## src/rtl/stp_frame_rx.sv

```systemverilog
// Serial frame receiver: start(0), BIT_WIDTH data bits MSB first, stop(1), one bit per shift_strobe.
// Latency: rx_data/data_ready/framing_error update on the edge that samples the stop bit.
// Backpressure: none; an unread word is overwritten and flagged by overrun_error until data_read.
module stp_frame_rx #(
    parameter int BIT_WIDTH = 8
) (
    input  logic                 clk,
    input  logic                 n_rst,
    input  logic                 serial_in,
    input  logic                 shift_strobe,
    input  logic                 data_read,
    output logic [BIT_WIDTH-1:0] rx_data,
    output logic                 data_ready,
    output logic                 framing_error,
    output logic                 overrun_error
);
    localparam int CW = (BIT_WIDTH > 2) ? $clog2(BIT_WIDTH) : 1;
    localparam logic [CW-1:0] LAST = CW'(BIT_WIDTH - 1);

    typedef enum logic [1:0] {IDLE, DATA, STOP} state_t;

    state_t               state_q, state_d;
    logic [CW-1:0]        cnt_q, cnt_d;
    logic [BIT_WIDTH-1:0] shift_q, shift_d;
    logic [BIT_WIDTH-1:0] data_q, data_d;
    logic                 rdy_q, rdy_d;
    logic                 fe_q, fe_d;
    logic                 ovr_q, ovr_d;
    logic                 load;

    always_ff @(posedge clk or negedge n_rst) begin
        if (!n_rst) begin
            state_q <= IDLE;
            cnt_q   <= '0;
            shift_q <= '0;
            data_q  <= '0;
            rdy_q   <= 1'b0;
            fe_q    <= 1'b0;
            ovr_q   <= 1'b0;
        end else begin
            state_q <= state_d;
            cnt_q   <= cnt_d;
            shift_q <= shift_d;
            data_q  <= data_d;
            rdy_q   <= rdy_d;
            fe_q    <= fe_d;
            ovr_q   <= ovr_d;
        end
    end

    always_comb begin
        state_d = state_q;
        cnt_d   = cnt_q;
        shift_d = shift_q;
        data_d  = data_q;
        rdy_d   = rdy_q;
        fe_d    = fe_q;
        ovr_d   = ovr_q;
        load    = 1'b0;

        case (state_q)
            IDLE: begin
                if (shift_strobe && !serial_in) begin
                    state_d = DATA;
                    cnt_d   = '0;
                    fe_d    = 1'b0;
                end
            end
            DATA: begin
                if (shift_strobe) begin
                    shift_d = {shift_q[BIT_WIDTH-2:0], serial_in};
                    // Counter parks at LAST so it never exceeds BIT_WIDTH-1.
                    if (cnt_q == LAST) begin
                        state_d = STOP;
                    end else begin
                        cnt_d = cnt_q + CW'(1);
                    end
                end
            end
            STOP: begin
                if (shift_strobe) begin
                    state_d = IDLE;
                    if (serial_in) begin
                        load = 1'b1;
                    end else begin
                        fe_d = 1'b1;
                    end
                end
            end
            default: state_d = IDLE;
        endcase

        // A read coinciding with a load consumes the old word, so no overrun.
        if (load) begin
            data_d = shift_q;
            rdy_d  = 1'b1;
            ovr_d  = data_read ? 1'b0 : (ovr_q | rdy_q);
        end else if (data_read) begin
            rdy_d = 1'b0;
            ovr_d = 1'b0;
        end
    end

    assign rx_data       = data_q;
    assign data_ready    = rdy_q;
    assign framing_error = fe_q;
    assign overrun_error = ovr_q;
endmodule

```

## config.mk

```make
export PLATFORM = sky130hd
export DESIGN_NAME = stp_frame_rx
export DESIGN_NICKNAME = d
export VERILOG_FILES = /design/src/rtl/stp_frame_rx.sv
export SDC_FILE = /design/constraint.sdc
export NUM_CORES = 1
export LEC_CHECK = 0
export BUFFER_PORTS_ARGS = -buffer_cell sky130_fd_sc_hd__buf_4
export CORE_MARGIN = 4
export CORE_UTILIZATION = 45
export DETAILED_ROUTE_END_ITERATION = 16
export PLACE_DENSITY = 0.69
export SYNTH_ARGS = -nofsm -noshare
export SYNTH_HDL_FRONTEND = slang
export SYNTH_SLANG_ARGS = --single-unit
```

## constraint.sdc

```tcl
create_clock -name clk -period 1.6 [get_ports clk]
set_clock_uncertainty 0.2 [all_clocks]
set_input_delay 0.4 -clock clk [delete_from_list [all_inputs] [get_ports clk]]
set_output_delay 0.4 -clock clk [all_outputs]
set_load 0.005 [all_outputs]
```

* Yosys cells after proc, flatten, opt, wreduce, memory -nomap -nowiden
Index checks and enable logic that the tools add are counted.
Storage, ports and cells: bits in registers 24, input port bits 5, output and inout bits 11, logic and storage cells 48
Operators by class: $add $sub $neg 1, eq/ne operators 9, multiplexer cells 20, bitwise gates (word level) 1, reductions and logical operators 10
Operators with widths (count):
- $ne A2 B2 Y1 const B | 6
- $reduce_and A4 Y1 | 3
- $mux W1 | 10
- $mux W3 | 3
- $mux W2 | 4
- $pmux W2 S3 | 1
- $pmux W3 S2 | 1
- $reduce_bool A2 Y1 | 3
- $add A3 B1 Y3 const B | 1
- $eq A3 B3 Y1 const B | 1
- $eq A2 B1 Y1 const B | 1
- $eq A2 B2 Y1 const B | 1
- $logic_not A2 Y1 | 1
- $pmux W1 S2 | 1
- $reduce_and A2 Y1 | 1
- $logic_and A1 B1 Y1 | 1
- $logic_not A1 Y1 | 1
- $or A1 B1 Y1 | 1

* Logic depth before layout (Yosys ltp)
depth after elaboration 4, gate-level depth with buffers 5, gate-level depth less buffers 5

* Worst setup path before layout
No wires, ideal clock.
kind flip-flop to flip-flop, start point reg cnt_q[0], end point reg cnt_q[0], data arrival time 1.318 ns, data required time 1.275 ns, slack -0.043 ns, stages on the path, launching flop included 6, buffers on the path 0, clock period less this slack 1.643 ns, cells stage by stage dfrtp_1 -> ha_1 -> ha_1 -> mux2i_1 -> nand3b_1 -> mux2_2
On the way: word-level cells in the longest chain between the ends 4, elaborated cells on any way between the ends 7, those cells by class add/sub: 1; eq/ne: 2; mux: 3; reduce/logical: 1
RTL lines:
- start, declared | RTL line 23 | logic [CW-1:0] cnt_q, cnt_d;
- start signal, assigned | RTL line 42 | cnt_q <= cnt_d;
- $add A3 B1 Y3 | RTL line 76 | cnt_d = cnt_q + CW'(1);
- $mux W3 | RTL line 73 | if (cnt_q == LAST) begin
- $mux W3 | RTL line 70 | if (shift_strobe) begin
- $pmux W3 S2 | RTL line 61 | case (state_q)
Several ways; a longest one is shown, not always the timed one. The select of a mux whose other input is x is not followed. A chain may end at the register's enable or synchronous reset.

* Final worst setup path
Same ends and word-level chain as after synthesis.

==> results.sh <==
export IMPL_critPathMaxStageDelay_ns=0.40
export IMPL_power_total_uw=1710
export IMPL_dp_hpwl_mm=1.21
export IMPL_crit_fanout=2
export IMPL_dpl_cell_area_um2=1170
export IMPL_routabilityCongestion=0.772
export IMPL_powerDensity_nw_per_um2=1370
export IMPL_io_pin_count=16
export IMPL_drive_gt1_share_pct=37.3
export IMPL_synthMuxAreaShare_pct=14.4
export IMPL_violations="setup timing"
export IMPL_synth_xor_area_share_pct=0
export IMPL_worst_slew_pin_slew_ns=0.338
export IMPL_hold_path_class="input pin to flop"
export IMPL_utilization_pct=61.7
export IMPL_clockRootBuffer="clkbuf_4"
export IMPL_grt_pass1_vias=712
export IMPL_numPortBuffers=15
export IMPL_cts_tree="yes"
export IMPL_cp_required_ns=1.62
export IMPL_worstHoldPathCells=2
export IMPL_area_delta_synth_final_pct=26.0
export IMPL_synth_distinct_cells=18
export IMPL_synth_compound_area_share_pct=2.40
export IMPL_crit_type="flop to flop"
export IMPL_finalHoldViolCount=0
export IMPL_cp_top_family="multiplexers"
export IMPL_path_buf_inv=0
export IMPL_crit_cells=5
export IMPL_holdWs_ns=0.155
export IMPL_setup_ws_ns=-0.0565
export IMPL_wl_per_cell_um=12.4
export IMPL_clockBufferDepth=2
export IMPL_cp_cell_sequence="ha_2, ha_4, mux2i_1, nand3b_1, mux2_4"
export IMPL_synth_adder_area_share_pct=2.53
export IMPL_drt_iter0_markers=11
export IMPL_drc=0
export IMPL_wirelength_mm=1.70
export IMPL_slew_headroom_pct=77.4
export IMPL_syn_instance_count=85
export IMPL_cp_slowest_cell="dfrtp_1"
export IMPL_synthSimpleGateAreaFrac_pct=17.8
export IMPL_htreeDepth=1
export IMPL_syn_num_nets=92
export IMPL_endpoint_kind="flop"
export IMPL_fmax_mhz=604
export IMPL_fin_crit_sh_pct=104
export IMPL_grt_pass1_wl_mm=2.99
export IMPL_vdd_ir_drop_max_mv=0.729
export IMPL_syn_cell_area_um2=990
export IMPL_die_area_um2=3010
export IMPL_stdcell_area_um2=1250
export IMPL_max_cap_violations=0
export IMPL_ys_ff_latch=24
export IMPL_cts_buffers=3
export IMPL_rsz0062_at_grt="yes"
export IMPL_ys_warnings_count=0
export IMPL_start_util_pct=48.9
export IMPL_cp_start_kind="flop"
export IMPL_num_rows=16
export IMPL_firstDrtPassIters=3
export IMPL_via_per_inst=4.87
export IMPL_fp_dieW_um=54.9
export IMPL_critPathArrivalTime_ns=1.68
export IMPL_min_period_ns=1.66
export IMPL_num_vias=667
export IMPL_die_h_um=54.9
export IMPL_worstSkewPairLatency_ns=0.32
export IMPL_synth_top_family_by_area="simple AND/OR/NAND/NOR gates"
export IMPL_r2r_cells=5
export IMPL_cts_sinks=24
export IMPL_p_leak_uw=0.000642
export IMPL_syn_avg_cell_area_um2=11.6
export IMPL_core_area_um2=2020
export IMPL_final_max_slew_viol_count=0
export IMPL_clk_pin_slew_ns=0.13
export IMPL_grt_max_degree=25
export IMPL_antenna_found_initial=0
export IMPL_synth_seq_area_share_pct=60.7
export IMPL_layout_nets=118
export IMPL_ant_nets=0
export IMPL_grt_usage_pct=14.4
export IMPL_final_setup_viol_count=3
export IMPL_outcome="finished, violations left"
export IMPL_grt_overflow=0
export IMPL_num_antenna_cells=0
cells in the mapped netlist, drive strengths merged:
cell type / number / area [um^2]
nor2: 2 / 7.51
and2b: 1 / 8.76
buf: 2 / 10.0
nand2: 28 / 113
a31o: 1 / 8.76
a21oi: 2 / 10.0
ha: 2 / 25.0
dfrtp: 24 / 601
nand4b: 1 / 8.76
mux2: 10 / 113
nand3b: 1 / 7.51
mux2i: 3 / 30.0
nor2b: 1 / 6.26
o21ai: 1 / 5.00
nor3b: 2 / 15.0
inv: 3 / 11.3
and4b: 1 / 10.0
sequential cells by signal, indices dropped and copies added (netlist names):
name,flops
shift_q,8
data_ready,1
framing_error,1
cnt_q,3
rx_data,8
overrun_error,1
state_q,2
power by group:
part           internal (uW)  switching (uW)  total [uW]
Clock                    139             180         319
Combinational            305             185         490
Sequential               779             122         901
through the flow:
stage	worst slack [ns]	instances	TNS (ns)
after floorplan	-0.0326	85	-0.0326
after CTS	-0.0723	135	-0.156
after global routing	-0.104	137	-0.262
final	-0.0565	137	-0.0972
after global placement	0.00460	129	0
after detailed placement	-0.0642	129	-0.119
worst register-to-register path, cell delays in order (launching register included):
cell      delay, ns
dfrtp_1        0.40
ha_2           0.20
ha_4           0.16
mux2i_1        0.15
nand3b_1       0.14
mux2_4         0.31
layout make-up:
type                    instances  area (um^2)
flip-flops and latches         24          602
repair buffers                 23          178
clock buffers                   4         36.3
fillers                       157          774
well taps                      27         33.8
multi-input cells              56          387
inverters                       3         11.3
repair_timing:
item,4_1_cts,5_1_grt
setup endpoints to repair,3,11
gates resized for setup,0,1
setup buffers,1,1
hold buffers,1,1
pin swaps,3,0
hold endpoints to repair,24,1
layer usage:
metal / global-route usage [%] / part of all wire, % / vias up
li1: - / - / 330
met1: 15.8 / 43 / 321
met2: 25.8 / 50 / 11
met3: 2.41 / 4.6 / 5
met4: 8.50 / 2.9 / 0
met5: 0 / 0 / -
cell families (layout without fill, tap and decap cells):
logic type | Yosys count | after routing
muxes | 13 | 13
DFF | 24 | 24
buffers and inverters | 5 | 30
and+or+nand+nor | 37 | 37
adders and majority gates | 2 | 2
AOI/OAI and AO/OA | 4 | 4
final timing paths:
| check | from | to | slack, ns |
|---|---|---|---|
| max | cnt_q[0] | cnt_q[0] | -0.06 |
| min | serial_in | shift_q[0] | 0.16 |
| max reg2reg | cnt_q[0] | cnt_q[0] | -0.06 |
| min reg2reg | shift_q[7] | rx_data[7] | 0.28 |
| max in group asynchronous | n_rst | state_q[0] | 0.66 |
| min in group asynchronous | n_rst | rx_data[7] | 0.30 |
placed cells by master (no fill, tap or decap), drive strengths merged:
cell         instances
nor2b                1
nor2                 2
nand4b               1
and4b                1
mux2                10
nand2               28
ha                   2
a21oi                2
nor3b                2
nand3b               1
dfrtp               24
buf                 21
a31o                 1
clkbuf               4
inv                  3
mux2i                3
o21ai                1
dlygate4sd3          2
and2b                1
Power figures use the tool's default switching activity.
